`src/rtl/strip_seq_pkg.sv`:
```
// Shared types and helpers for the strip/window address sequencer.
package strip_seq_pkg;

  typedef enum logic [2:0] {
    ST_IDLE     = 3'd0,
    ST_IO       = 3'd1,
    ST_STEP     = 3'd2,
    ST_WAIT_STG = 3'd3,
    ST_ADVANCE  = 3'd4,
    ST_DONE     = 3'd5
  } strip_state_t;

  // Bits needed to hold a full read window (strip plus halo on both sides).
  function automatic int unsigned win_len_w(input int unsigned out_w,
                                            input int unsigned margin);
    return $clog2(out_w + 2 * margin + 1);
  endfunction

endpackage

```
`src/rtl/strip_window_calc.sv`:
```
// Combinational read/write window math for one anchor position.
module strip_window_calc
  import strip_seq_pkg::*;
#(
  parameter int unsigned OUT_W  = 10,
  parameter int unsigned MARGIN = 5,
  parameter int unsigned LAG    = 4,
  parameter int unsigned DIM_W  = 16,
  parameter int unsigned ADDR_W = 32,
  parameter int unsigned LEN_W  = win_len_w(OUT_W, MARGIN)
) (
  input  logic [DIM_W-1:0]  anchor_x,
  input  logic [DIM_W-1:0]  anchor_y,
  input  logic [DIM_W-1:0]  width,
  input  logic [DIM_W-1:0]  height,
  input  logic [ADDR_W-1:0] in_base,
  input  logic [ADDR_W-1:0] out_base,
  output logic [ADDR_W-1:0] rd_addr,
  output logic [LEN_W-1:0]  rd_len,
  output logic [ADDR_W-1:0] wr_addr,
  output logic [LEN_W-1:0]  wr_len
);

  localparam int unsigned XW = DIM_W + 1;

  logic [XW-1:0]    ax, ay, w, h;
  logic [XW-1:0]    rd_x, rd_span, rd_room, rd_fit;
  logic [XW-1:0]    wr_room, wr_fit;
  logic [DIM_W-1:0] wr_row;

  // One extra bit keeps W-rd_x and anchor_x+OUT_W from wrapping.
  always_comb begin
    ax      = {1'b0, anchor_x};
    ay      = {1'b0, anchor_y};
    w       = {1'b0, width};
    h       = {1'b0, height};
    rd_x    = (ax >= XW'(MARGIN)) ? (ax - XW'(MARGIN)) : '0;
    rd_span = ax + XW'(OUT_W + MARGIN) - rd_x;
    rd_room = w - rd_x;
    rd_fit  = (rd_span < rd_room) ? rd_span : rd_room;
    rd_len  = (ay < h) ? LEN_W'(rd_fit) : '0;

    wr_row  = anchor_y - DIM_W'(LAG);
    wr_room = w - ax;
    wr_fit  = (wr_room < XW'(OUT_W)) ? wr_room : XW'(OUT_W);
    wr_len  = ((ay >= XW'(LAG)) && ({1'b0, wr_row} < h)) ? LEN_W'(wr_fit) : '0;

    rd_addr = in_base + ADDR_W'(width) * ADDR_W'(anchor_y) + ADDR_W'(rd_x);
    wr_addr = out_base + ADDR_W'(width) * ADDR_W'(wr_row) + ADDR_W'(anchor_x);
  end

endmodule

```
`src/rtl/strip_window_sequencer.sv`:
```
// Strip-by-strip anchor sequencer: issues read/write windows, pulses the
// pipeline and waits for every filter stage to report final.
module strip_window_sequencer
  import strip_seq_pkg::*;
#(
  parameter int unsigned OUT_W      = 10,
  parameter int unsigned MARGIN     = 5,
  parameter int unsigned LAG        = 4,
  parameter int unsigned NUM_STAGES = 4,
  parameter int unsigned DIM_W      = 16,
  parameter int unsigned ADDR_W     = 32,
  parameter int unsigned LEN_W      = win_len_w(OUT_W, MARGIN)
) (
  input  logic                  clk,
  input  logic                  n_rst,
  input  logic                  start,
  input  logic                  abort,
  input  logic [DIM_W-1:0]      width,
  input  logic [DIM_W-1:0]      height,
  input  logic [ADDR_W-1:0]     in_base,
  input  logic [ADDR_W-1:0]     out_base,
  output logic                  io_req,
  input  logic                  io_done,
  output logic [ADDR_W-1:0]     rd_addr,
  output logic [LEN_W-1:0]      rd_len,
  output logic [ADDR_W-1:0]     wr_addr,
  output logic [LEN_W-1:0]      wr_len,
  output logic [DIM_W-1:0]      anchor_x,
  output logic [DIM_W-1:0]      anchor_y,
  output logic                  anchor_moving,
  input  logic [NUM_STAGES-1:0] stage_final,
  output logic                  busy,
  output logic                  done
);

  localparam int unsigned XW = DIM_W + 1;

  strip_state_t      state;
  logic [DIM_W-1:0]  w_q, h_q;
  logic [ADDR_W-1:0] in_base_q, out_base_q;

  logic [DIM_W-1:0]  calc_ax, calc_ay, calc_w, calc_h;
  logic [ADDR_W-1:0] calc_in_base, calc_out_base;
  logic [ADDR_W-1:0] calc_rd_addr, calc_wr_addr;
  logic [LEN_W-1:0]  calc_rd_len, calc_wr_len;
  logic [XW-1:0]     next_strip_x;
  logic              last_row, no_xfer;

  // Window is computed from the anchor about to be entered, so the
  // registered window is already valid in the first IO cycle.
  always_comb begin
    next_strip_x = {1'b0, anchor_x} + XW'(OUT_W);
    last_row     = ({1'b0, anchor_y} == ({1'b0, h_q} + XW'(LAG - 1)));
    if (state == ST_IDLE) begin
      calc_ax       = '0;
      calc_ay       = '0;
      calc_w        = width;
      calc_h        = height;
      calc_in_base  = in_base;
      calc_out_base = out_base;
    end else begin
      calc_ax       = last_row ? next_strip_x[DIM_W-1:0] : anchor_x;
      calc_ay       = last_row ? '0 : (anchor_y + DIM_W'(1));
      calc_w        = w_q;
      calc_h        = h_q;
      calc_in_base  = in_base_q;
      calc_out_base = out_base_q;
    end
  end

  strip_window_calc #(
    .OUT_W (OUT_W),
    .MARGIN(MARGIN),
    .LAG   (LAG),
    .DIM_W (DIM_W),
    .ADDR_W(ADDR_W),
    .LEN_W (LEN_W)
  ) u_calc (
    .anchor_x(calc_ax),
    .anchor_y(calc_ay),
    .width   (calc_w),
    .height  (calc_h),
    .in_base (calc_in_base),
    .out_base(calc_out_base),
    .rd_addr (calc_rd_addr),
    .rd_len  (calc_rd_len),
    .wr_addr (calc_wr_addr),
    .wr_len  (calc_wr_len)
  );

  always_ff @(posedge clk or negedge n_rst) begin
    if (!n_rst) begin
      state      <= ST_IDLE;
      w_q        <= '0;
      h_q        <= '0;
      in_base_q  <= '0;
      out_base_q <= '0;
      anchor_x   <= '0;
      anchor_y   <= '0;
      rd_addr    <= '0;
      rd_len     <= '0;
      wr_addr    <= '0;
      wr_len     <= '0;
    end else if (abort) begin
      state <= ST_IDLE;
    end else begin
      case (state)
        ST_IDLE: begin
          if (start) begin
            w_q        <= width;
            h_q        <= height;
            in_base_q  <= in_base;
            out_base_q <= out_base;
            anchor_x   <= '0;
            anchor_y   <= '0;
            if ((width == '0) || (height == '0)) begin
              state <= ST_DONE;
            end else begin
              rd_addr <= calc_rd_addr;
              rd_len  <= calc_rd_len;
              wr_addr <= calc_wr_addr;
              wr_len  <= calc_wr_len;
              state   <= ST_IO;
            end
          end
        end
        ST_IO: begin
          if (no_xfer || io_done) state <= ST_STEP;
        end
        ST_STEP: state <= ST_WAIT_STG;
        ST_WAIT_STG: begin
          if (&stage_final) state <= ST_ADVANCE;
        end
        ST_ADVANCE: begin
          anchor_x <= calc_ax;
          anchor_y <= calc_ay;
          if (last_row && (next_strip_x >= {1'b0, w_q})) begin
            state <= ST_DONE;
          end else begin
            rd_addr <= calc_rd_addr;
            rd_len  <= calc_rd_len;
            wr_addr <= calc_wr_addr;
            wr_len  <= calc_wr_len;
            state   <= ST_IO;
          end
        end
        ST_DONE: state <= ST_IDLE;
        default: state <= ST_IDLE;
      endcase
    end
  end

  always_comb begin
    no_xfer       = (rd_len == '0) && (wr_len == '0);
    io_req        = (state == ST_IO) && !no_xfer;
    anchor_moving = (state == ST_STEP);
    busy          = (state != ST_IDLE);
    done          = (state == ST_DONE);
  end

endmodule

```
`config.mk`:
```
export PLATFORM = sky130hd
export DESIGN_NAME = strip_window_sequencer
export DESIGN_NICKNAME = d
export VERILOG_FILES = /design/src/rtl/strip_seq_pkg.sv /design/src/rtl/strip_window_calc.sv /design/src/rtl/strip_window_sequencer.sv
export SDC_FILE = /design/constraint.sdc
export NUM_CORES = 2
export LEC_CHECK = 0
export BUFFER_PORTS_ARGS = -buffer_cell sky130_fd_sc_hd__buf_2
export CAP_MARGIN = 20
export CORE_MARGIN = 2
export CORE_UTILIZATION = 55
export CTS_CLUSTER_SIZE = 30
export DETAILED_ROUTE_END_ITERATION = 7
export PLACE_DENSITY_LB_ADDON = 0.25
export SETUP_SLACK_MARGIN = 0.15
export SYNTH_ARGS = -nofsm -noshare
export SYNTH_HDL_FRONTEND = slang
export SYNTH_SLANG_ARGS = --single-unit
export TNS_END_PERCENT = 20
```
`constraint.sdc`:
```
create_clock -name clk -period 19 [get_ports clk]
set_input_delay 3.8 -clock clk [delete_from_list [all_inputs] [get_ports clk]]
set_output_delay 3.8 -clock clk [all_outputs]
set_load 0.01 [all_outputs]
```
Word-level counts from Yosys, hierarchy flattened
Index checks and enable logic that the tools add are counted.
{ "totals": {"rom_bits": 0, "elab_cells": 104, "latch_bits": 0, "mem_bits_rw": 0, "reg_bits": 205, "out_inout_bits": 110, "mem_count": 0} }
{ "op_classes": {"n_reduce_logical": 19, "order_cmp": 7, "n_shift": 0, "n_mux": 39, "mul": 2, "bitwise": 1, "n_eq_ne": 12, "addsub": 13, "n_div": 0} }
{ "ops": {"columns": ["op", "count"], "rows": [
  ["$mux W32", 8],
  ["$pmux W32 S2", 2],
  ["$mux W16", 7],
  ["$add A32 B32 Y32", 2],
  ["$mul A16 B16 Y32", 2],
  ["$pmux W16 S2", 2],
  ["$mux W5", 10],
  ["$add A16 B4 Y17 const B", 2],
  ["$add A32 B16 Y32", 1],
  ["$add A32 B17 Y32", 1],
  ["$ge A16 B3 Y1 const B", 2],
  ["$logic_not A16 Y1", 2],
  ["$lt A16 B16 Y1", 2],
  ["$pmux W5 S2", 2],
  ["$mux W3", 6],
  ["$add A16 B2 Y17 const B", 1],
  ["$eq A16 B17 Y1", 1],
  ["$ge A17 B16 Y1", 1],
  ["$lt A17 B17 Y1", 1],
  ["$lt A17 B4 Y1 const B", 1],
  ["$mux W17", 1],
  ["$sub A16 B16 Y17", 1],
  ["$sub A16 B17 Y17", 1],
  ["$sub A16 B3 Y17 const B", 1],
  ["other kinds (20)", 33]
]} }

Longest topological paths before layout
{ "depth": {"depth_word": 13, "mapped_depth": 41, "depth_no_buf": 38} }

Modules after synthesis
Synthesis repeated with hierarchy kept, for this count alone.
{ "unflattened": {"hier_cells": 3990, "hier_area_um2": 34690.8} }
{ "by_module_without_submodules": {"columns": ["module", "seq_area_each_um2", "n_inst", "cells_each", "area_each_um2"], "rows": [
  ["strip_window_calc", 0.0, 1, 2814, 23456.2],
  ["strip_window_sequencer", 5129.9, 1, 1176, 11234.5]
]} }

Least setup slack after synthesis
Ideal clock, no wire load.
{ "synth_path": {"kind": "input -> register", "start": "input width[12]", "end": "register wr_addr[31]", "path_stages": 27, "n_path_buf": 1, "t_arrival_ps": 10094, "path_slack_ps": 8837, "path_cell_list": "mux2i_1 clkinv_1 clkbuf_1 nand2_1 fa_1 inv_1 fa_1 inv_1 fa_1 inv_1 fa_1 fa_1 inv_1 fa_1 inv_1 ha_1 a21oi_1 o21bai_1 a21oi_1 o21bai_1 a2111o_1 a31oi_1 o21ai_0 o31ai_1 a21oi_1 or3_1 nand3_1"} }
{ "synth_between": {"elab_chain_len": 7, "word_cells_on_any_way": 12, "classes_between": "add/sub: 2; mul: 1; eq/ne: 1; mux: 5; reduce/logical: 3"} }
{ "synth_lines": {"columns": ["item", "line", "rtl"], "rows": [
  ["from (decl)", "strip_window_sequencer.sv:18", "input logic [DIM_W-1:0] width,"],
  ["$mux W16", "strip_window_sequencer.sv:54", "if (state == ST_IDLE) begin"],
  ["$mul A16 B16 Y32", "strip_window_calc.sv:49", "wr_addr = out_base + ADDR_W'(width) * ADDR_W'(wr_row) + ADDR_W'(anchor_x);"],
  ["$add A32 B32 Y32", "strip_window_calc.sv:49", null],
  ["$add A32 B16 Y32", "strip_window_calc.sv:49", null],
  ["$mux W32", "strip_window_sequencer.sv:116", "if ((width == '0) || (height == '0)) begin"],
  ["$mux W32", "strip_window_sequencer.sv:109", "if (start) begin"],
  ["$pmux W32 S2", "strip_window_sequencer.sv:107", "case (state)"],
  ["to (signal assigned)", "strip_window_sequencer.sv:121", "wr_addr <= calc_wr_addr;"],
  ["to (signal assigned)", "strip_window_sequencer.sv:142", "wr_addr <= calc_wr_addr;"],
  ["to (decl)", "strip_window_sequencer.sv:26", "output logic [ADDR_W-1:0] wr_addr,"]
]} }
Several ways; a longest one is shown, not always the timed one. The select of a mux whose other input is x is not followed.
A chain may end at the register's enable or synchronous reset.

Final worst setup path
{ "layout_path": {"start": "register h_q[0]", "end": "register wr_addr[31]"} }
{ "layout_between": {"elab_chain_len": 11, "word_cells_on_any_way": 17, "classes_between": "add/sub: 4; mul: 1; eq/ne: 2; mux: 8; reduce/logical: 2"} }
{ "layout_lines": {"columns": ["item", "line", "rtl"], "rows": [
  ["from (decl)", "strip_window_sequencer.sv:39", "logic [DIM_W-1:0] w_q, h_q;"],
  ["from (signal assigned)", "strip_window_sequencer.sv:111", "h_q <= height;"],
  ["$add A16 B2 Y17 *", "strip_window_sequencer.sv:53", "last_row = ({1'b0, anchor_y} == ({1'b0, h_q} + XW'(LAG - 1)));"],
  ["$eq A16 B17 Y1 *", "strip_window_sequencer.sv:53", null],
  ["$mux W16", "strip_window_sequencer.sv:63", "calc_ay = last_row ? '0 : (anchor_y + DIM_W'(1));"],
  ["$mux W16", "strip_window_sequencer.sv:54", null],
  ["$sub A16 B3 Y16", "strip_window_calc.sv:43", "wr_row = anchor_y - DIM_W'(LAG);"],
  ["$mul A16 B16 Y32", "strip_window_calc.sv:49", null],
  ["$add A32 B32 Y32", "strip_window_calc.sv:49", null],
  ["$add A32 B16 Y32", "strip_window_calc.sv:49", null],
  ["$mux W32", "strip_window_sequencer.sv:116", null],
  ["$mux W32", "strip_window_sequencer.sv:109", null],
  ["$pmux W32 S2", "strip_window_sequencer.sv:107", null]
]} }
Mark *: on every way between the ends. The rest lies on a longest branch, timed or not. The select of a mux whose other input is x is not followed.

==> impl_metrics.ini <==
[clock_network]
clk_latency_ns = 0.61
cts_buffers = 28
cts_sinks = 205
cts_setup_buffers = 0
cts_buffer_depth = 3
cts_tree = built
htree_levels = 1
cts_resized = 0
cts_root_buf = clkbuf_16
clkTransAtPathRegs_ns = 0.06
ctsHoldBuffers = 0

[cells_and_area]
nets = 4854
area_growth_pct = 8.76
fillers = 5446
drive_gt1_frac = 0.117
final_cells = 4760

[route]
wirelength_mm = 103
vias = 27500
routed_via_density = 5.77
drc = 0
drtPass1Iterations = 5
first_iter_violations = 2285
wl_per_cell_um = 21.7
detail-route-antenna-nets = 0

[floorplan]
die_h_um = 250
pin_count = 215
rows = 90
core_um2 = 60100
die_w_um = 250
die-area_um2 = 62500
initial_core_util = 0.553

[synth]
synth.area.top_cells = fa_1 (29%), dfrtp_1 (15%), ha_1 (12%), inv_1 (8.0%), nand2_1 (7.0%)
synth_edf_count = 0
synth_seq_cells = 205
synthCells = 3810
yosysWarningCount = 0
async_flop_share = 1.00
synth_area_per_cell_um2 = 8.73
ys_types = 82
syn-num-nets = 4710
synth_top_area_frac = 0.292
ys.flop_type = dfrtp_1
yosysTopAreaCell = fa_1
ys_seq_area_frac = 0.154
syn_area_um2 = 33300

[setup_path]
cpMaxStageDelayCell = or4_1
critPathBufInv = 6
critPathCaptureType = flip-flop
start_kind = flip-flop
slowest_delay_ns = 0.90
worst-setup-path-type = flip-flop to flip-flop
cp_max_fo = 25
critPathRequiredTime_ns = 19.53
critical_path_arrival_ns = 12.44
cp_top_family = simple AND/OR/NAND/NOR gates

[placed_design]
hpwl_mm = 83.4
portBuffers = 214
gp_congestion = 1.02
place_inst = 4706

[global_routing]
grt_overflow = 0
grt_usage = 0.336
grt_max_degree = 86
grt_pass1_vias = 27200
grt_pass1_wl_mm = 160
antenna_found_initial = 3

[sta]
fin_crit_sh = 0.626
setup_violations = 0
skew_ns = 0.0325
hold-worst-slack_ns = 0.473
slew_violations = 0
max-slew-margin-rel = 0.222
period_minus_slack_ns = 11.90
hold_viol_final = 0
grt_setup_unrepaired = false
max_freq_mhz = 84.0
worst_slew_pin_slew_ns = 1.17
tns_ns = 0

[min_path]
hold_path_class = flip-flop to flip-flop

[outcome]
status = finished clean

[job]
drv_cap = 0
path summary, 6_finish.rpt:
check	start	to	slack, ns	cells after the start
worst max-delay path	h_q[0]	wr_addr[31]	7.10	35
worst min-delay path	wr_addr[10]	wr_addr[10]	0.47	2
worst max register to register	h_q[0]	wr_addr[31]	7.10	35
worst min register to register	wr_addr[10]	wr_addr[10]	0.47	2
max in group asynchronous	n_rst	out_base_q[12]	14.43	2
min in group asynchronous	n_rst	anchor_x[11]	3.24	1
layout make-up:
cell class	instances	area, um2	share of cell area
multi-input cells	2724	24900	0.687
flip-flops and latches	205	5130	0.142
inverters	725	2720	0.0752
repair buffers	270	1500	0.0415
well taps	782	978	0.0270
clock buffers	40	827	0.0229
clock inverters	12	146	0.00405
diodes	2	5.00	0.000138
per-layer routing:
layer	up-vias	track usage	part of all wire
met5	-	0	0
met4	0	0.144	0.050
met3	278	0.0720	0.11
met2	1363	0.513	0.44
met1	13500	0.465	0.40
li1	12300	-	-
logic make-up after synthesis:
logic type               share of synthesized area
AND/OR/NAND/NOR                              0.152
buffers and inverters                        0.100
adder cells (fa/ha/maj)                      0.409
AO/OA/AOI/OAI                               0.0850
flip-flops                                   0.154
multiplexers                                0.0570
XOR/XNOR                                    0.0432
synthesized netlist by cell type (56+ instances only):
library cell,n
inv_1,711
nand2_1,624
fa_1,486
ha_1,309
nor2_1,228
dfrtp_1,205
o21ai_0,146
clkbuf_1,120
mux2_2,108
xnor2_1,97
a21oi_1,81
mux2i_1,68
xor2_1,62
nor3_1,56
placed cells by master, fill, tap and decap left out, types with 43 or more instances in the layout:
cell type and instances:
inv_1 711, nand2_1 623, fa_1 486, ha_1 309, nor2_1 228, buf_2 213
dfrtp_1 205, o21ai_0 144, mux2_2 108, xnor2_1 97, a21oi_1 81, mux2i_1 67
xor2_1 61, buf_4 56, nor3_1 52, nand3_1 43
flip-flops by register name, summed over array words and instances (netlist names), 16 cells and up:
name,count
wr_addr,32
h_q,16
anchor_y,16
w_q,16
anchor_x,16
out_base_q,32
in_base_q,32
rd_addr,32
per-stage QoR:
stage | setup WS [ns] | area [um2] | util
detailed placement | 7.30 | 35200 | 0.586
CTS | 7.31 | 36200 | 0.602
global route | 6.42 | 36200 | 0.602
floorplan | 8.84 | 33300 | -
finish | 7.10 | 36200 | 0.602
global placement | 7.30 | 35200 | 0.586
tightest hold or removal path: stages (launching register included):
cell	delay, ns
dfrtp_1	0.33
nand2_1	0.04
o21ai_0	0.06
Power is not shown: default switching activity piles up to over one toggle a cycle in this logic, so the estimate is an artifact.
